File: src/rtl/mem_burst_pkg.sv
// Shared types for the memory burst engine: FSM state encoding, grant direction
// constants and the command sizing helper.
package mem_burst_pkg;

  typedef enum logic [2:0] {
    ST_IDLE    = 3'd0,
    ST_RD_CMD  = 3'd1,
    ST_RD_WAIT = 3'd2,
    ST_WR_CMD  = 3'd3,
    ST_WR_WAIT = 3'd4
  } state_t;

  localparam logic GRANT_RD = 1'b0;
  localparam logic GRANT_WR = 1'b1;

  function automatic int unsigned min_size(input int unsigned remain,
                                           input int unsigned max_size);
    return (remain < max_size) ? remain : max_size;
  endfunction

endpackage

File: src/rtl/mem_burst_cmd_gen.sv
// Local command generator: walks the burst address in MAX_SIZE steps and sizes
// each command, with the tail command trimmed to the beats still outstanding.
module mem_burst_cmd_gen #(
  parameter int unsigned ADDR_W   = 24,
  parameter int unsigned LEN_W    = 10,
  parameter int unsigned SIZE_W   = 2,
  parameter int unsigned MAX_SIZE = 2
) (
  input  logic              i_clk,
  input  logic              i_clr,
  input  logic              i_load,
  input  logic [ADDR_W-1:0] i_load_addr,
  input  logic [LEN_W-1:0]  i_len,
  input  logic              i_accept,
  output logic [ADDR_W-1:0] o_address,
  output logic [SIZE_W-1:0] o_size,
  output logic              o_last
);
  import mem_burst_pkg::*;

  localparam logic [ADDR_W-1:0] STEP_A = ADDR_W'(MAX_SIZE);
  localparam logic [LEN_W:0]    STEP_L = (LEN_W+1)'(MAX_SIZE);

  logic [ADDR_W-1:0] r_addr;
  logic [LEN_W:0]    r_cmd_cnt;
  logic [LEN_W:0]    w_remain;

  // One spare bit so the count can step past a length that is not a multiple of MAX_SIZE.
  assign w_remain  = {1'b0, i_len} - r_cmd_cnt;
  assign o_size    = SIZE_W'(min_size(32'(w_remain), MAX_SIZE));
  assign o_last    = (w_remain <= STEP_L);
  assign o_address = r_addr;

  always_ff @(posedge i_clk) begin
    if (i_clr) begin
      r_addr    <= '0;
      r_cmd_cnt <= '0;
    end else if (i_load) begin
      r_addr    <= i_load_addr;
      r_cmd_cnt <= '0;
    end else if (i_accept) begin
      r_addr    <= r_addr + STEP_A;
      r_cmd_cnt <= r_cmd_cnt + STEP_L;
    end
  end

endmodule

File: src/rtl/mem_burst_arb.sv
// Round-robin read/write burst engine in front of a DDR2 local interface.
// Optional stall watchdog enabled by defining MEM_BURST_TIMEOUT_EN.
module mem_burst_arb #(
  parameter int unsigned DATA_W      = 64,
  parameter int unsigned ADDR_W      = 24,
  parameter int unsigned LEN_W       = 10,
  parameter int unsigned SIZE_W      = 2,
  parameter int unsigned MAX_SIZE    = 2,
  parameter int unsigned TIMEOUT_CYC = 1024
) (
  input  logic                i_mem_clk,
  input  logic                i_rst,
  input  logic                i_rd_burst_req,
  input  logic [LEN_W-1:0]    i_rd_burst_len,
  input  logic [ADDR_W-1:0]   i_rd_burst_addr,
  output logic                o_rd_burst_ack,
  output logic                o_rd_burst_data_valid,
  output logic [DATA_W-1:0]   o_rd_burst_data,
  input  logic                i_wr_burst_req,
  input  logic [LEN_W-1:0]    i_wr_burst_len,
  input  logic [ADDR_W-1:0]   i_wr_burst_addr,
  output logic                o_wr_burst_ack,
  output logic                o_wr_burst_data_req,
  input  logic [DATA_W-1:0]   i_wr_burst_data,
  output logic                o_burst_finish,
  output logic                o_burst_busy,
  output logic                o_burst_error,
  input  logic                i_local_initial_done,
  input  logic                i_local_ready,
  output logic                o_local_read_req,
  output logic                o_local_write_req,
  output logic [ADDR_W-1:0]   o_local_address,
  output logic [SIZE_W-1:0]   o_local_size,
  output logic [DATA_W/8-1:0] o_local_be,
  input  logic                i_local_wdata_req,
  output logic [DATA_W-1:0]   o_local_wdata,
  input  logic                i_local_rdata_valid,
  input  logic [DATA_W-1:0]   i_local_rdata
);
  import mem_burst_pkg::*;

  state_t            r_state;
  state_t            w_state_nxt;
  logic              r_last_grant;
  logic              r_zero_fin;
  logic [LEN_W-1:0]  r_len;
  logic [LEN_W-1:0]  r_beat_cnt;

  logic              w_clr;
  logic              w_idle;
  logic              w_rd_grant;
  logic              w_wr_grant;
  logic              w_grant;
  logic [LEN_W-1:0]  w_grant_len;
  logic [ADDR_W-1:0] w_grant_addr;
  logic              w_rd_act;
  logic              w_wr_act;
  logic              w_in_cmd;
  logic              w_strobe;
  logic              w_accept;
  logic              w_final;
  logic              w_cmd_last;
  logic              w_timeout;

  // An uncalibrated controller is treated exactly like reset.
  assign w_clr  = i_rst | ~i_local_initial_done;
  assign w_idle = (r_state == ST_IDLE);

  assign w_rd_grant = w_idle & ~w_clr & i_rd_burst_req &
                      (~i_wr_burst_req | (r_last_grant == GRANT_WR));
  assign w_wr_grant = w_idle & ~w_clr & i_wr_burst_req &
                      (~i_rd_burst_req | (r_last_grant == GRANT_RD));
  assign w_grant      = w_rd_grant | w_wr_grant;
  assign w_grant_len  = w_rd_grant ? i_rd_burst_len  : i_wr_burst_len;
  assign w_grant_addr = w_rd_grant ? i_rd_burst_addr : i_wr_burst_addr;

  assign w_rd_act = (r_state == ST_RD_CMD) | (r_state == ST_RD_WAIT);
  assign w_wr_act = (r_state == ST_WR_CMD) | (r_state == ST_WR_WAIT);
  assign w_in_cmd = (r_state == ST_RD_CMD) | (r_state == ST_WR_CMD);

  assign w_strobe = (w_rd_act & i_local_rdata_valid) | (w_wr_act & i_local_wdata_req);
  assign w_accept = w_in_cmd & i_local_ready;
  assign w_final  = w_strobe & (r_beat_cnt == (r_len - LEN_W'(1)));

  mem_burst_cmd_gen #(
    .ADDR_W   (ADDR_W),
    .LEN_W    (LEN_W),
    .SIZE_W   (SIZE_W),
    .MAX_SIZE (MAX_SIZE)
  ) u_cmd_gen (
    .i_clk       (i_mem_clk),
    .i_clr       (w_clr),
    .i_load      (w_grant),
    .i_load_addr (w_grant_addr),
    .i_len       (r_len),
    .i_accept    (w_accept),
    .o_address   (o_local_address),
    .o_size      (o_local_size),
    .o_last      (w_cmd_last)
  );

`ifdef MEM_BURST_TIMEOUT_EN
  localparam int unsigned WD_W = $clog2(TIMEOUT_CYC) + 1;
  logic [WD_W-1:0] r_wd_cnt;

  // Fires on the TIMEOUT_CYC-th consecutive active cycle without a command or beat.
  assign w_timeout = ~w_idle & ~(w_accept | w_strobe) &
                     (r_wd_cnt == WD_W'(TIMEOUT_CYC - 1));

  always_ff @(posedge i_mem_clk) begin
    if (w_clr || w_idle || w_accept || w_strobe) begin
      r_wd_cnt <= '0;
    end else begin
      r_wd_cnt <= r_wd_cnt + WD_W'(1);
    end
  end
`else
  logic w_unused_timeout;
  assign w_unused_timeout = (TIMEOUT_CYC == 0);
  assign w_timeout        = 1'b0;
`endif

  always_comb begin
    w_state_nxt = r_state;
    case (r_state)
      ST_IDLE: begin
        if (w_rd_grant && (i_rd_burst_len != '0)) begin
          w_state_nxt = ST_RD_CMD;
        end else if (w_wr_grant && (i_wr_burst_len != '0)) begin
          w_state_nxt = ST_WR_CMD;
        end
      end
      ST_RD_CMD: if (w_accept && w_cmd_last) w_state_nxt = ST_RD_WAIT;
      ST_WR_CMD: if (w_accept && w_cmd_last) w_state_nxt = ST_WR_WAIT;
      default: ;
    endcase
    if (w_final || w_timeout) begin
      w_state_nxt = ST_IDLE;
    end
  end

  always_ff @(posedge i_mem_clk) begin
    if (w_clr) begin
      r_state      <= ST_IDLE;
      r_last_grant <= GRANT_WR;
      r_zero_fin   <= 1'b0;
      r_len        <= '0;
      r_beat_cnt   <= '0;
    end else begin
      r_state    <= w_state_nxt;
      r_zero_fin <= w_grant & (w_grant_len == '0);
      if (w_grant) begin
        r_last_grant <= w_rd_grant ? GRANT_RD : GRANT_WR;
        r_len        <= w_grant_len;
      end
      if (w_idle) begin
        r_beat_cnt <= '0;
      end else if (w_strobe) begin
        r_beat_cnt <= r_beat_cnt + LEN_W'(1);
      end
    end
  end

  assign o_rd_burst_ack        = w_rd_grant;
  assign o_wr_burst_ack        = w_wr_grant;
  assign o_burst_finish        = r_zero_fin | w_final;
  assign o_burst_busy          = ~w_idle;
  assign o_burst_error         = w_timeout;
  assign o_local_read_req      = (r_state == ST_RD_CMD);
  assign o_local_write_req     = (r_state == ST_WR_CMD);
  assign o_local_be            = '1;
  assign o_local_wdata         = i_wr_burst_data;
  assign o_wr_burst_data_req   = i_local_wdata_req;
  assign o_rd_burst_data_valid = i_local_rdata_valid;
  assign o_rd_burst_data       = i_local_rdata;

endmodule

File: config.mk
export PLATFORM = sky130hd
export DESIGN_NAME = mem_burst_arb
export DESIGN_NICKNAME = d
export VERILOG_FILES = /design/src/rtl/mem_burst_pkg.sv /design/src/rtl/mem_burst_cmd_gen.sv /design/src/rtl/mem_burst_arb.sv
export SDC_FILE = /design/constraint.sdc
export NUM_CORES = 1
export LEC_CHECK = 0
export ABC_AREA = 1
export BUFFER_PORTS_ARGS = -buffer_cell sky130_fd_sc_hd__buf_2
export CORE_AREA = 2 2 145 147
export CTS_BUF_LIST = sky130_fd_sc_hd__clkbuf_4
export CTS_CLUSTER_DIAMETER = 150
export DETAILED_ROUTE_END_ITERATION = 8
export DIE_AREA = 0 0 147 149
export GPL_TIMING_DRIVEN = 0
export SYNTH_ARGS = -nofsm -noshare
export SYNTH_HDL_FRONTEND = slang
export SYNTH_SLANG_ARGS = --single-unit
File: constraint.sdc
create_clock -name i_mem_clk -period 4.17 [get_ports i_mem_clk]
set_input_delay 0.834 -clock i_mem_clk [delete_from_list [all_inputs] [get_ports i_mem_clk]]
set_output_delay 0.834 -clock i_mem_clk [all_outputs]
set_load 0.005 [all_outputs]
=== Word-level counts from Yosys, hierarchy flattened ===
Index checks and enable logic that the tools add are counted.

* $add $sub $neg: 5
* Order comparisons: 2
* Equal/unequal tests: 8
* Muxes and demuxes: 11
* Bitwise gates (word level): 25
* Reduce and logical (&&, ||, !) cells: 13

{| class="wikitable"
|+ Operators by type and width
! operator !! number
|-
| $mux 24 || 3
|-
| $add 24x2->24 const B || 1
|-
| $reduce_bool 10->1 || 2
|-
| $mux 3 || 4
|-
| $add 11x2->11 const B || 1
|-
| $le 11x2->1 const B || 1
|-
| $lt 11x2->1 const B || 1
|-
| $sub 10x11->11 || 1
|-
| $add 10x1->10 const B || 1
|-
| $and 1x1->1 || 10
|-
| $eq 10x10->1 || 1
|-
| $logic_not 10->1 || 1
|-
| $mux 10 || 1
|-
| $sub 10x1->10 const B || 1
|-
| $or 1x1->1 || 9
|-
| $pmux 3 s3 || 1
|-
| $eq 3x2->1 const B || 2
|-
| $not 1->1 || 6
|-
| $reduce_or 2->1 || 3
|-
| $ne 2x1->1 const B || 2
|-
| $reduce_and 4->1 || 1
|-
| $eq 3x1->1 const B || 1
|-
| $eq 3x3->1 const B || 1
|-
| $logic_and 1x1->1 || 3
|-
| other kinds (6) || 6
|}

* Register bits: 60

=== Logic depth before layout (Yosys ltp) ===
Gate-level depths: netlist (run 1).

* Depth in word-level cells: 10
* Gate-level depth with buffers: 20
* Mapped depth without buffers: 20

=== Cells and area by module ===
From an unflattened synthesis (run 1), not the netlist that was laid out.

* Cells, all modules: 902
* Area, all modules: 5622.9 µm²

{| class="wikitable"
|+ By module, submodules not included
! module !! instances !! cells an instance !! area each (µm²)
|-
| mem_burst_arb || 1 || 526 || 3153.0
|-
| mem_burst_cmd_gen || 1 || 376 || 2469.9
|}

=== Worst setup path after synthesis (run 1) ===
Ideal clock, no wire load.

* Path type: reg2out
* Start point: register u_cmd_gen.r_cmd_cnt[1]
* End point: output o_local_size[0]
* Arrival time: 1.788 ns
* Setup slack: 1.548 ns
* Stages on the path, launching flop included: 13
* Cells stage by stage: dfxtp_1 > ha_1 > inv_1 > fa_1 > nand3_1 > nand2_2 > nand2_2 > nand2_1 > nand2_1 > nand2_1 > nor2_2 > nand4_1 > nor2_1

* Longest elaborated chain between the ends: 3

{| class="wikitable"
|+ RTL lines
! element !! line !! text
|-
| start: declaration || mem_burst_cmd_gen.sv:25 || <nowiki>logic [LEN_W:0] r_cmd_cnt;</nowiki>
|-
| start signal: assignment || mem_burst_cmd_gen.sv:43 || <nowiki>r_cmd_cnt <= r_cmd_cnt + STEP_L;</nowiki>
|-
| $sub 10x11->11 || mem_burst_cmd_gen.sv:29 || <nowiki>assign w_remain = {1'b0, i_len} - r_cmd_cnt;</nowiki>
|-
| $lt 11x2->1 || mem_burst_pkg.sv:18 || <nowiki>return (remain < max_size) ? remain : max_size;</nowiki>
|-
| $mux 2 || mem_burst_pkg.sv:18 ||
|-
| end: declaration || mem_burst_arb.sv:33 || <nowiki>output logic [SIZE_W-1:0] o_local_size,</nowiki>
|}

Every way passes these cells.

=== Final worst setup path (run 1) ===
Ends and elaborated chain as after synthesis.

==> results by group, run 1 <==
Clocking
  • CTS H-tree depth: 3
  • Max Root-Sink Buffers: 2
  • Clk sink count: just under 60
  • Clock transition at path regs: approximately 120 ps
  • Clk_lat worst skew: 430 ps
  • Post-CTS Hold Fix Bufs: 0
  • Post-CTS Resized: 0
  • Clock root buffer: clkbuf_4
  • Cts bufs inserted: 9
  • CTS tree: done
  • Post-CTS setup buffer count: 0

Power and ir drop
  • VDD IR max: 0.102 mV
  • Pwr Density: 218 nW/um^2
  • Leakage power figure: between 3 and 4 nW

Route
  • Iter 0 DRT Violations: just over 200
  • # DRC: 0
  • Vias/cell: 4.31
  • Average wire per standard cell: 12.6 um
  • Drt pass-1 iters: 4
  • Final ANT Viol Nets: 0
  • Routed vias: 5755
  • Routed wire length: ~17000 um

GRT
  • Vias in the first global route: 5170
  • Remaining global-route overflow: 0
  • Initial antenna violation count: 1
  • Largest net degree at the start of global routing: 11
  • Global-route usage over all layers: 14.4%
  • First-pass GRT wire length: about 25000 um

Synthesis
  • Avg Inst Size Synth: between 6 and 7 um^2
  • Syn Inst Count: approximately 800
  • Total number of yosys warnings: 0
  • Post-synthesis cell type count: 59
  • Share of flip-flops with an asynchronous set or reset: 0%
  • Top-count cell post-synth: buf_4
  • Top_reg_cell synth: dfxtp_1
  • Post-synth top area share: a little over a fifth
  • EDFF count, synth: 0
  • Register area share after synthesis: between 20% and 30%
  • Synthesized cell area: 5500 um^2
  • Synth Register Bits: 59
  • Synth cell count leaders: 142 x buf_4, 111 x nand2_1, 79 x inv_1, 79 x nor2_1, 59 x dfxtp_1
  • Leading cell types by total area after synthesis: dfxtp_1 21%, buf_4 19%, nand2_1 7.6%
  • Leading area contributor after synthesis: dfxtp_1

Finish
  • P&R area growth vs syn: 30.7%
  • Fin nets: 1271
  • Fillers: 2230
  • Fraction of layout cells with a size suffix above 1: 44.2%

Timing
  • Min Tclk post-route: 3660 ps
  • Worst Skew: 22.5 ps
  • Final setup viols: 0
  • Crit share post-route: 87.9%
  • Worst Hold Slack: 467 ps
  • Slew Limit Fails: 0
  • Worst slew pin tran: ~580 ps
  • Final hold violations: 0
  • Relative slew margins: between 60 and 70%
  • RSZ-0062 raised after global routing: false
  • Setup TNS: 0 ps
  • Fmax: 273 MHz

Floorplanning
  • Starting density of the core: 26.8%
  • Ports: 375
  • FP Rows: between 50 and 60
  • DIE AREA: 21900 um^2
  • Core area: just over 20000 um^2
  • Die Ht: ~150 um
  • Die width: 147 um

Placed design
  • Hpwl dp: between 10000 and 15000 um
  • I/O Buffers: 237
  • Final Wtd Congestion: 0.825

Critical path
  • Worst path bufs/invs: 2
  • CP Max Fanout: 5
  • FF-to-FF Start: u_cmd_gen.r_cmd_cnt[1]$_SDFFE_PP0P_
  • R2R cell count: 17
  • Critical path type: reg -> out
  • Crit path cell chain: ha_1 -> inv_1 -> fa_1 -> nand3_1 -> nand2_2 -> nand2_2 -> nand2_1 -> nand2_1 -> nand2_1 -> nor2_2 -> nand4_1 -> nor2_1 -> buf_2
  • Critical R2R Capture: r_state[1]$_SDFFE_PP0P_
  • CP Launch Type: flip-flop
  • Reg2Reg Setup Slack: 1650 ps
  • Crit path max-delay family: simple AND/OR/NAND/NOR gates
  • Critical path endpoint category: output pin
  • Most used cell, CP: nand2_1
  • CP peak stage delay: 440 ps
  • Worst Path Arrival: 2830 ps
  • Critical path's slowest cell: dfxtp_1
  • CP Data Required Time: about 3300 ps

Min path
  • Worst Hold End: u_cmd_gen.o_address[0]$_SDFFE_PP0P_
  • Type of the worst min-delay path: reg -> reg
  • Hold Crit Depth: 2
  • Worst Hold Launch: u_cmd_gen.o_address[0]$_SDFFE_PP0P_

Run status
  • Status: finished clean

Job
  • Total of max-cap violations: 0
[stage by stage]
step                      worst slack [ps]  cell area [um^2]  util, %  std cells  power [W]
final                                  506              7190     35.0       1334    0.00157
after global routing                   271              7190     35.0       1334    0.00166
after CTS                              488              7190     35.0       1333    0.00158
after detailed placement               986              7060     34.3       1317    0.00116
after global placement                 997              7060     34.3       1317    0.00116
after floorplan                       1550              5530        -        805   0.000977
[layout by cell type (no fill, tap or decap), types with 7 or more instances in the layout]
cell type  synthesis  routed
nor2_1            79      79
o21ai_0           41      41
xnor2_1            7       7
nor2_4             8       8
inv_1             79      79
inv_2             10      10
o22ai_1            9       9
nand3_1           32      32
clkbuf_4           0      10
conb_1             2       9
nand4_1           17      17
buf_2              7     244
a21oi_1           39      39
nand2_2           11      11
nand2_1          111     111
xor2_1            22      22
o21ai_1           14      14
ha_1              13      13
nor3_1            12      12
dfxtp_1           59      59
buf_4            142     142
[cell type report]
class / count / area, um^2 / area share [%]
flip-flops and latches: 59 / 1180 / 16.4
clock inverters: 6 / 56.3 / 0.783
clock buffers: 10 / 75.1 / 1.04
plain buffers: 156 / 1140 / 15.9
inverters: 93 / 362 / 5.03
multi-input cells: 497 / 2840 / 39.5
well taps: 275 / 344 / 4.78
diodes: 1 / 2.50 / 0.0348
repair buffers: 237 / 1190 / 16.5
[state kept, by name (all words and copies together), names as in the netlist]
name / count
r_state: 3
r_zero_fin: 1
u_cmd_gen.o_address: 24
u_cmd_gen.r_cmd_cnt: 10
r_beat_cnt: 10
r_last_grant: 1
r_len: 10
[where the power goes]
group / switching (W) / total [W] / internal, W
clock: 0.000233 / 0.000418 / 0.000185
sequential: 0.0000210 / 0.000600 / 0.000579
combinational: 0.000275 / 0.000548 / 0.000273
total: 0.000529 / 0.00157 / 0.00104
[worst reg2reg max path, stage by stage (launching register included)]
cell and delay, ps:
dfxtp_1 440, ha_1 180, inv_1 80, fa_1 410, nand3_1 140, nand2_2 90
nand2_2 80, nand2_1 60, nand2_1 60, nand2_1 60, nor2_2 170, nand4_1 110
nand2_1 80, nand2_2 80, a21oi_2 140, nand2_1 90, nor2_1 100, nor2_1 50
[cell families after synthesis]
family	Yosys count	share of synthesized area, %
adder cells (fa/ha/maj)	14	3.32
buffers and inverters	249	27.3
AO/OA/AOI/OAI	131	14.2
AND/OR/NAND/NOR	308	27.9
multiplexers	6	1.09
XOR/XNOR	29	4.62
flip-flops	59	21.5
other	2	0.137
[how the worst max path moves through the flow]
stage	from	endpoint	cells after the start
final	u_cmd_gen.r_cmd_cnt[1]$_SDFFE_PP0P_	o_local_size[0]	13
after global placement	u_cmd_gen.r_cmd_cnt[1]$_SDFFE_PP0P_	o_local_size[0]	13
after detailed placement	u_cmd_gen.r_cmd_cnt[1]$_SDFFE_PP0P_	o_local_size[0]	13
after CTS	u_cmd_gen.r_cmd_cnt[1]$_SDFFE_PP0P_	o_local_size[0]	13
after floorplan	u_cmd_gen.r_cmd_cnt[1]$_SDFFE_PP0P_	o_local_size[0]	12
after global routing	u_cmd_gen.r_cmd_cnt[1]$_SDFFE_PP0P_	o_local_size[0]	13
[layer usage]
| layer | share of wire, % | GRT usage (%) |
|---|---|---|
| met3 | 7.4 | 2.63 |
| met4 | 2.9 | 5.77 |
| met1 | 41 | 17.0 |
| met5 | 0 | 0 |
| met2 | 49 | 26.1 |
Power figures use the tool's default switching activity.
==> run 2: changes to the inputs <==
--- a/config.mk
+++ b/config.mk
@@ -6,7 +6,7 @@
 export NUM_CORES = 1
 export LEC_CHECK = 0
 export ABC_AREA = 1
-export BUFFER_PORTS_ARGS = -buffer_cell sky130_fd_sc_hd__buf_2
+export BUFFER_PORTS_ARGS = -buffer_cell sky130_fd_sc_hd__buf_4
 export CORE_AREA = 2 2 145 147
 export CTS_BUF_LIST = sky130_fd_sc_hd__clkbuf_4
 export CTS_CLUSTER_DIAMETER = 150
==> results by group, run 2 (synthesis results as in run 1) <==
Route
  • Drt pass-1 iters: 4 (unchanged)
  • Routed wire length: 17300 um (was 16800 um)
  • Final ANT Viol Nets: 0 (unchanged)
  • Routed vias: 5788 (was 5755)
  • Iter 0 DRT Violations: 245 (was 206)
  • # DRC: 0 (unchanged)
  • Average wire per standard cell: 13.0 um (was 12.6 um)
  • Vias/cell: 4.34 (was 4.31)

Floorplanning
  • DIE AREA: 21900 um^2 (unchanged)
  • Ports: 375 (unchanged)
  • Core area: 20600 um^2 (unchanged)
  • Die Ht: 149 um (unchanged)
  • Starting density of the core: 26.8% (unchanged)
  • Die width: 147 um (unchanged)
  • FP Rows: 53 (unchanged)

Timing
  • Worst slew pin tran: 590 ps (was 582 ps)
  • Worst Skew: 16.7 ps (was 22.5 ps)
  • Fmax: 281 MHz (was 273 MHz)
  • Setup TNS: 0 ps (unchanged)
  • Final hold violations: 0 (unchanged)
  • Final Worst Setup Slack: 613 ps (was 506 ps)
  • Min Tclk post-route: 3560 ps (was 3660 ps)
  • RSZ-0062 raised after global routing: false (unchanged)
  • Relative slew margins: 60.7% (was 61.2%)
  • Slew Limit Fails: 0 (unchanged)
  • Final setup viols: 0 (unchanged)
  • Crit share post-route: 85.3% (was 87.9%)

Clocking
  • CTS H-tree depth: 3 (unchanged)
  • Post-CTS Resized: 0 (unchanged)
  • Clock root buffer: clkbuf_4 (unchanged)
  • Post-CTS setup buffer count: 0 (unchanged)
  • Cts bufs inserted: 9 (unchanged)
  • Clk_lat worst skew: 410 ps (was 430 ps)
  • Clk sink count: 59 (unchanged)
  • Clock transition at path regs: 110 ps (was 120 ps)
  • Max Root-Sink Buffers: 2 (unchanged)
  • CTS tree: done (unchanged)
  • Post-CTS Hold Fix Bufs: 0 (unchanged)

Critical path
  • Worst Path Arrival: 2720 ps (was 2830 ps)
  • CP Max Fanout: 5 (unchanged)
  • Critical path endpoint category: output pin (unchanged)
  • CP Launch Type: flip-flop (unchanged)
  • CP Data Required Time: 3340 ps (about the same)
  • Critical path type: reg -> out (unchanged)

Finish
  • Fin nets: 1271 (unchanged)
  • P&R area growth vs syn: 42.9% (was 30.7%)
  • Max reg flops: 24 (unchanged)
  • Fraction of layout cells with a size suffix above 1: 44.4% (was 44.2%)
  • Commonest non-fill, non-tap cell in the layout: buf_4 (was buf_2)
  • Commonest non-fill, non-tap cells in the layout: 379 x buf_4, 111 x nand2_1, 79 x inv_1, 79 x nor2_1, 59 x dfxtp_1 (was 244 x buf_2, 142 x buf_4, 111 x nand2_1)

GRT
  • Global-route usage over all layers: 15.1% (was 14.4%)
  • Initial antenna violation count: 1 (unchanged)
  • First-pass GRT wire length: 26700 um (was 25300 um)
  • M1 GR Usage: 17.5% (was 17.0%)
  • Most used routing layer: met2 (unchanged)
  • Met2 usage: 27.5% (was 26.1%)
  • GR Util met3: 3.94% (was 2.63%)
  • Remaining global-route overflow: 0 (unchanged)
  • Vias in the first global route: 5346 (was 5170)
  • Largest net degree at the start of global routing: 12 (was 11)

Placed design
  • I/O Buffers: 237 (unchanged)
  • Final Wtd Congestion: 0.809 (was 0.825)
  • Hpwl dp: 14500 um (was 14000 um)
  • Place WS: 1060 ps (was 986 ps)

Power and ir drop
  • VDD IR max: 0.120 mV (was 0.102 mV)
  • Leakage power figure: 3.93 nW (was 3.71 nW)
  • Pwr Density: 231 nW/um^2 (was 218 nW/um^2)

Min path
  • Type of the worst min-delay path: reg -> reg (unchanged)

Run status
  • Status: finished clean (unchanged)

Job
  • Total of max-cap violations: 0 (unchanged)
==> run 2: cell count changes in the layout (fill, tap and decap cells not counted), sizes merged <==
cell,before,now
clkbuf,15,14
clkinv,5,2
bufinv,1,4
inv,93,94
==> run 2: worst paths after layout <==
kind | slack (ps) | startpoint | cells past startpoint | endpoint
hold reg to reg | 480 | r_beat_cnt[6]$_SDFFE_PP0P_ | 2 | r_beat_cnt[7]$_SDFFE_PP0P_
setup / recovery | 610 | u_cmd_gen.r_cmd_cnt[1]$_SDFFE_PP0P_ | 13 | o_local_size[0]
setup reg to reg | 1660 | u_cmd_gen.r_cmd_cnt[1]$_SDFFE_PP0P_ | 17 | r_state[1]$_SDFFE_PP0P_
hold / removal | 480 | r_beat_cnt[6]$_SDFFE_PP0P_ | 2 | r_beat_cnt[7]$_SDFFE_PP0P_
==> run 2: layout make-up <==
type	instances	area (um^2)
clock buffers	9	67.6
repair buffers	237	1780
multi-input cells	497	2840
fillers	2216	12700
inverters	93	362
diodes	1	2.50
well taps	275	344
flip-flops and latches	59	1180
plain buffers	156	1140
clock inverters	7	139
==> run 2: worst max-delay path: stages (launching register included) <==
cell and delay [ps]:
dfxtp_1 440, ha_1 180, inv_1 80, fa_1 410, nand3_1 150, nand2_2 100, nand2_2 80, nand2_1 60
nand2_1 50, nand2_1 60, nor2_2 160, nand4_1 210, nor2_1 190, buf_4 130
==> run 2: routing by layer <==
layer	part of all wire, %	up-vias
met5	0	-
met4	1.7	0
met3	7.7	16
met2	51	233
met1	40	2573
li1	-	2966
==> run 2: power breakdown <==
part	total [W]	switching (W)	internal, W
Sequential	0.000601	0.0000216	0.000579
Combinational	0.000611	0.000280	0.000332
Clock	0.000605	0.000241	0.000364
==> run 2: metrics by stage <==
step                std cells  cell area (um^2)  total power (W)  utilization, %  hold slack [ps]
floorplan                 805              5530         0.000977               -              452
global placement         1317              7650          0.00122            37.2              451
detailed placement       1317              7650          0.00123            37.2              461
CTS                      1333              7860          0.00183            38.2              490
global route             1334              7860          0.00192            38.2              512
finish                   1334              7860          0.00182            38.2              484
==> run 3: changes to the inputs <==
--- a/config.mk
+++ b/config.mk
@@ -7,12 +7,15 @@
 export LEC_CHECK = 0
 export ABC_AREA = 1
 export BUFFER_PORTS_ARGS = -buffer_cell sky130_fd_sc_hd__buf_4
-export CORE_AREA = 2 2 145 147
+export CELL_PAD_IN_SITES_DETAIL_PLACEMENT = 0
+export CELL_PAD_IN_SITES_GLOBAL_PLACEMENT = 2
+export CORE_MARGIN = 1
+export CORE_UTILIZATION = 23
 export CTS_BUF_LIST = sky130_fd_sc_hd__clkbuf_4
 export CTS_CLUSTER_DIAMETER = 150
 export DETAILED_ROUTE_END_ITERATION = 8
-export DIE_AREA = 0 0 147 149
 export GPL_TIMING_DRIVEN = 0
+export PLACE_DENSITY_LB_ADDON = 0.1
 export SYNTH_ARGS = -nofsm -noshare
 export SYNTH_HDL_FRONTEND = slang
 export SYNTH_SLANG_ARGS = --single-unit
==> results by group, run 3 (synthesis results as in run 1) <==
Timing
  • Worst Skew: 21.7 ps (was 16.7 ps)
  • Worst Hold Slack: 480 ps (was 484 ps)
  • Worst slew pin tran: 692 ps (was 590 ps)
  • Slew Limit Fails: 0 (unchanged)
  • Setup TNS: 0 ps (unchanged)
  • Final hold violations: 0 (unchanged)
  • RSZ-0062 raised after global routing: false (unchanged)
  • Min Tclk post-route: 3400 ps (was 3560 ps)
  • Fmax: 294 MHz (was 281 MHz)
  • Relative slew margins: 53.8% (was 60.7%)
  • Final setup viols: 0 (unchanged)
  • Crit share post-route: 81.5% (was 85.3%)

Floorplanning
  • Die Ht: 157 um (was 149 um)
  • Starting density of the core: 23.4% (was 26.8%)
  • DIE AREA: 24500 um^2 (was 21900 um^2)
  • FP Rows: 56 (was 53)
  • Ports: 375 (unchanged)
  • Core area: 23500 um^2 (was 20600 um^2)
  • Die width: 157 um (was 147 um)

Critical path
  • Critical path type: reg -> out (unchanged)
  • CP Launch Type: flip-flop (unchanged)
  • CP Data Required Time: 3340 ps (about the same)
  • CP Max Fanout: 4 (was 5)
  • Worst Path Arrival: 2570 ps (was 2720 ps)
  • Critical path endpoint category: output pin (unchanged)
  • Reg2Reg Setup Slack: 1600 ps (was 1660 ps)

Placed design
  • I/O Buffers: 237 (unchanged)
  • Hpwl dp: 16700 um (was 14500 um)
  • Placed instance count: 1361 (was 1317)
  • Final Wtd Congestion: 0.748 (was 0.809)

Power and ir drop
  • Clock power share: 22.7% (was 33.3%)
  • Sequential power share: 38.0% (was 33.1%)
  • Combinational Power Share: 39.3% (was 33.6%)
  • VDD IR max: 0.0907 mV (was 0.120 mV)
  • Net Switching: 0.000547 W (was 0.000543 W)
  • Int Pwr: 0.00103 W (was 0.00127 W)
  • Pwr Density: 202 nW/um^2 (was 231 nW/um^2)
  • Sw Ratio: 34.6% (was 29.9%)
  • Pwr Total: 0.00158 W (was 0.00182 W)
  • Leakage power figure: 3.88 nW (was 3.93 nW)

Run status
  • Status: finished clean (unchanged)

Finish
  • Finished Core Util: 33.3% (was 38.2%)
  • Commonest non-fill, non-tap cell in the layout: buf_4 (unchanged)
  • Fillers: 2636 (was 2216)
  • P&R area growth vs syn: 42.1% (was 42.9%)
  • Fin nets: 1271 (unchanged)
  • Fraction of layout cells with a size suffix above 1: 44.4% (about the same)
  • Fin cells: 1377 (was 1334)
  • Commonest non-fill, non-tap cells in the layout: 379 x buf_4, 111 x nand2_1, 79 x inv_1, 79 x nor2_1, 59 x dfxtp_1 (unchanged)
  • Max reg flops: 24 (unchanged)

Clocking
  • Clock transition at path regs: 110 ps (about the same)
  • Clk sink count: 59 (unchanged)
  • Post-CTS setup buffer count: 0 (unchanged)
  • Clock root buffer: clkbuf_4 (unchanged)
  • CTS tree: done (unchanged)
  • Post-CTS Resized: 0 (unchanged)
  • Clk_lat worst skew: 440 ps (was 410 ps)
  • Post-CTS Hold Fix Bufs: 0 (unchanged)
  • Max Root-Sink Buffers: 2 (unchanged)
  • Cts bufs inserted: 9 (unchanged)
  • CTS H-tree depth: 3 (unchanged)

GRT
  • Initial antenna violation count: 2 (was 1)
  • Global-route usage over all layers: 16.0% (was 15.1%)
  • Largest net degree at the start of global routing: 11 (was 12)
  • Remaining global-route overflow: 0 (unchanged)
  • Vias in the first global route: 5443 (was 5346)
  • First-pass GRT wire length: 29900 um (was 26700 um)

Route
  • Vias/cell: 4.07 (was 4.34)
  • # DRC: 0 (unchanged)
  • Routed vias: 5610 (was 5788)
  • Final ANT Viol Nets: 0 (unchanged)
  • Iter 0 DRT Violations: 187 (was 245)
  • Average wire per standard cell: 14.4 um (was 13.0 um)
  • Drt pass-1 iters: 4 (unchanged)
  • Routed wire length: 19900 um (was 17300 um)

Job
  • Total of max-cap violations: 0 (unchanged)

Min path
  • Type of the worst min-delay path: reg -> reg (unchanged)
## run 3: changes by cell type in the layout (fill, tap and decap cells not counted), sizes merged
cell      previous run  this run
inv                 94        93
clkinv               2         4
clkbuf              14        15
bufinv               4         0
clkinvlp             0         1
## run 3: path summary, 6_finish.rpt
check | cells past startpoint | endpoint | startpoint
setup / recovery | 14 | o_local_size[0] | r_len[1]$_SDFFE_PP0N_
hold / removal | 2 | u_cmd_gen.o_address[0]$_SDFFE_PP0P_ | u_cmd_gen.o_address[0]$_SDFFE_PP0P_
setup reg to reg | 19 | r_state[1]$_SDFFE_PP0P_ | r_len[1]$_SDFFE_PP0N_
hold reg to reg | 2 | u_cmd_gen.o_address[0]$_SDFFE_PP0P_ | u_cmd_gen.o_address[0]$_SDFFE_PP0P_
## run 3: cell type report
cell class              instances  area [um^2]  share of cell area (%)
diodes                          1         2.50                  0.0320
flip-flops and latches         59         1180                    15.1
clock inverters                 5         31.3                   0.400
inverters                      93          362                    4.63
clock buffers                  10         75.1                   0.961
repair buffers                237         1780                    22.8
multi-input cells             497         2840                    36.4
well taps                     319          399                    5.11
plain buffers                 156         1140                    14.6
## run 3: routing by layer
| metal | vias up | share of wire, % | track usage, % |
|---|---|---|---|
| li1 | 2963 | - | - |
| met1 | 2478 | 43 | 20.0 |
| met2 | 151 | 49 | 26.6 |
| met3 | 16 | 6.7 | 5.26 |
| met4 | 2 | 1.1 | 3.13 |
| met5 | - | 0.060 | 0 |
## run 3: through the flow
| stage | worst slack [ps] | cell area [um^2] |
|---|---|---|
| floorplan | 1550 | 5530 |
| global route | 524 | 7810 |
| global placement | 1060 | 7710 |
| detailed placement | 1080 | 7710 |
| finish | 770 | 7820 |
| CTS | 704 | 7810 |
## run 3: critical path, cell delays in order, from the launching register on
cell and delay, ps:
dfxtp_1 320, inv_1 120, ha_1 160, inv_1 90, fa_1 410, nand3_1 130
nand2_2 100, nand2_2 80, nand2_1 70, nand2_1 60, nand2_1 60, nor2_2 170
nand4_1 140, nor2_1 110, buf_4 120
## run 3: power groups by stage
stage / sequential [W] / clock [W] / combinational (W)
2_1_floorplan: 0.000608 / 0 / 0.000370
3_3_place_gp: 0.000615 / 0 / 0.000632
3_5_place_dp: 0.000614 / 0 / 0.000629
4_1_cts: 0.000602 / 0.000383 / 0.000631
5_1_grt: 0.000605 / 0.000409 / 0.000691
6_report: 0.000601 / 0.000359 / 0.000621
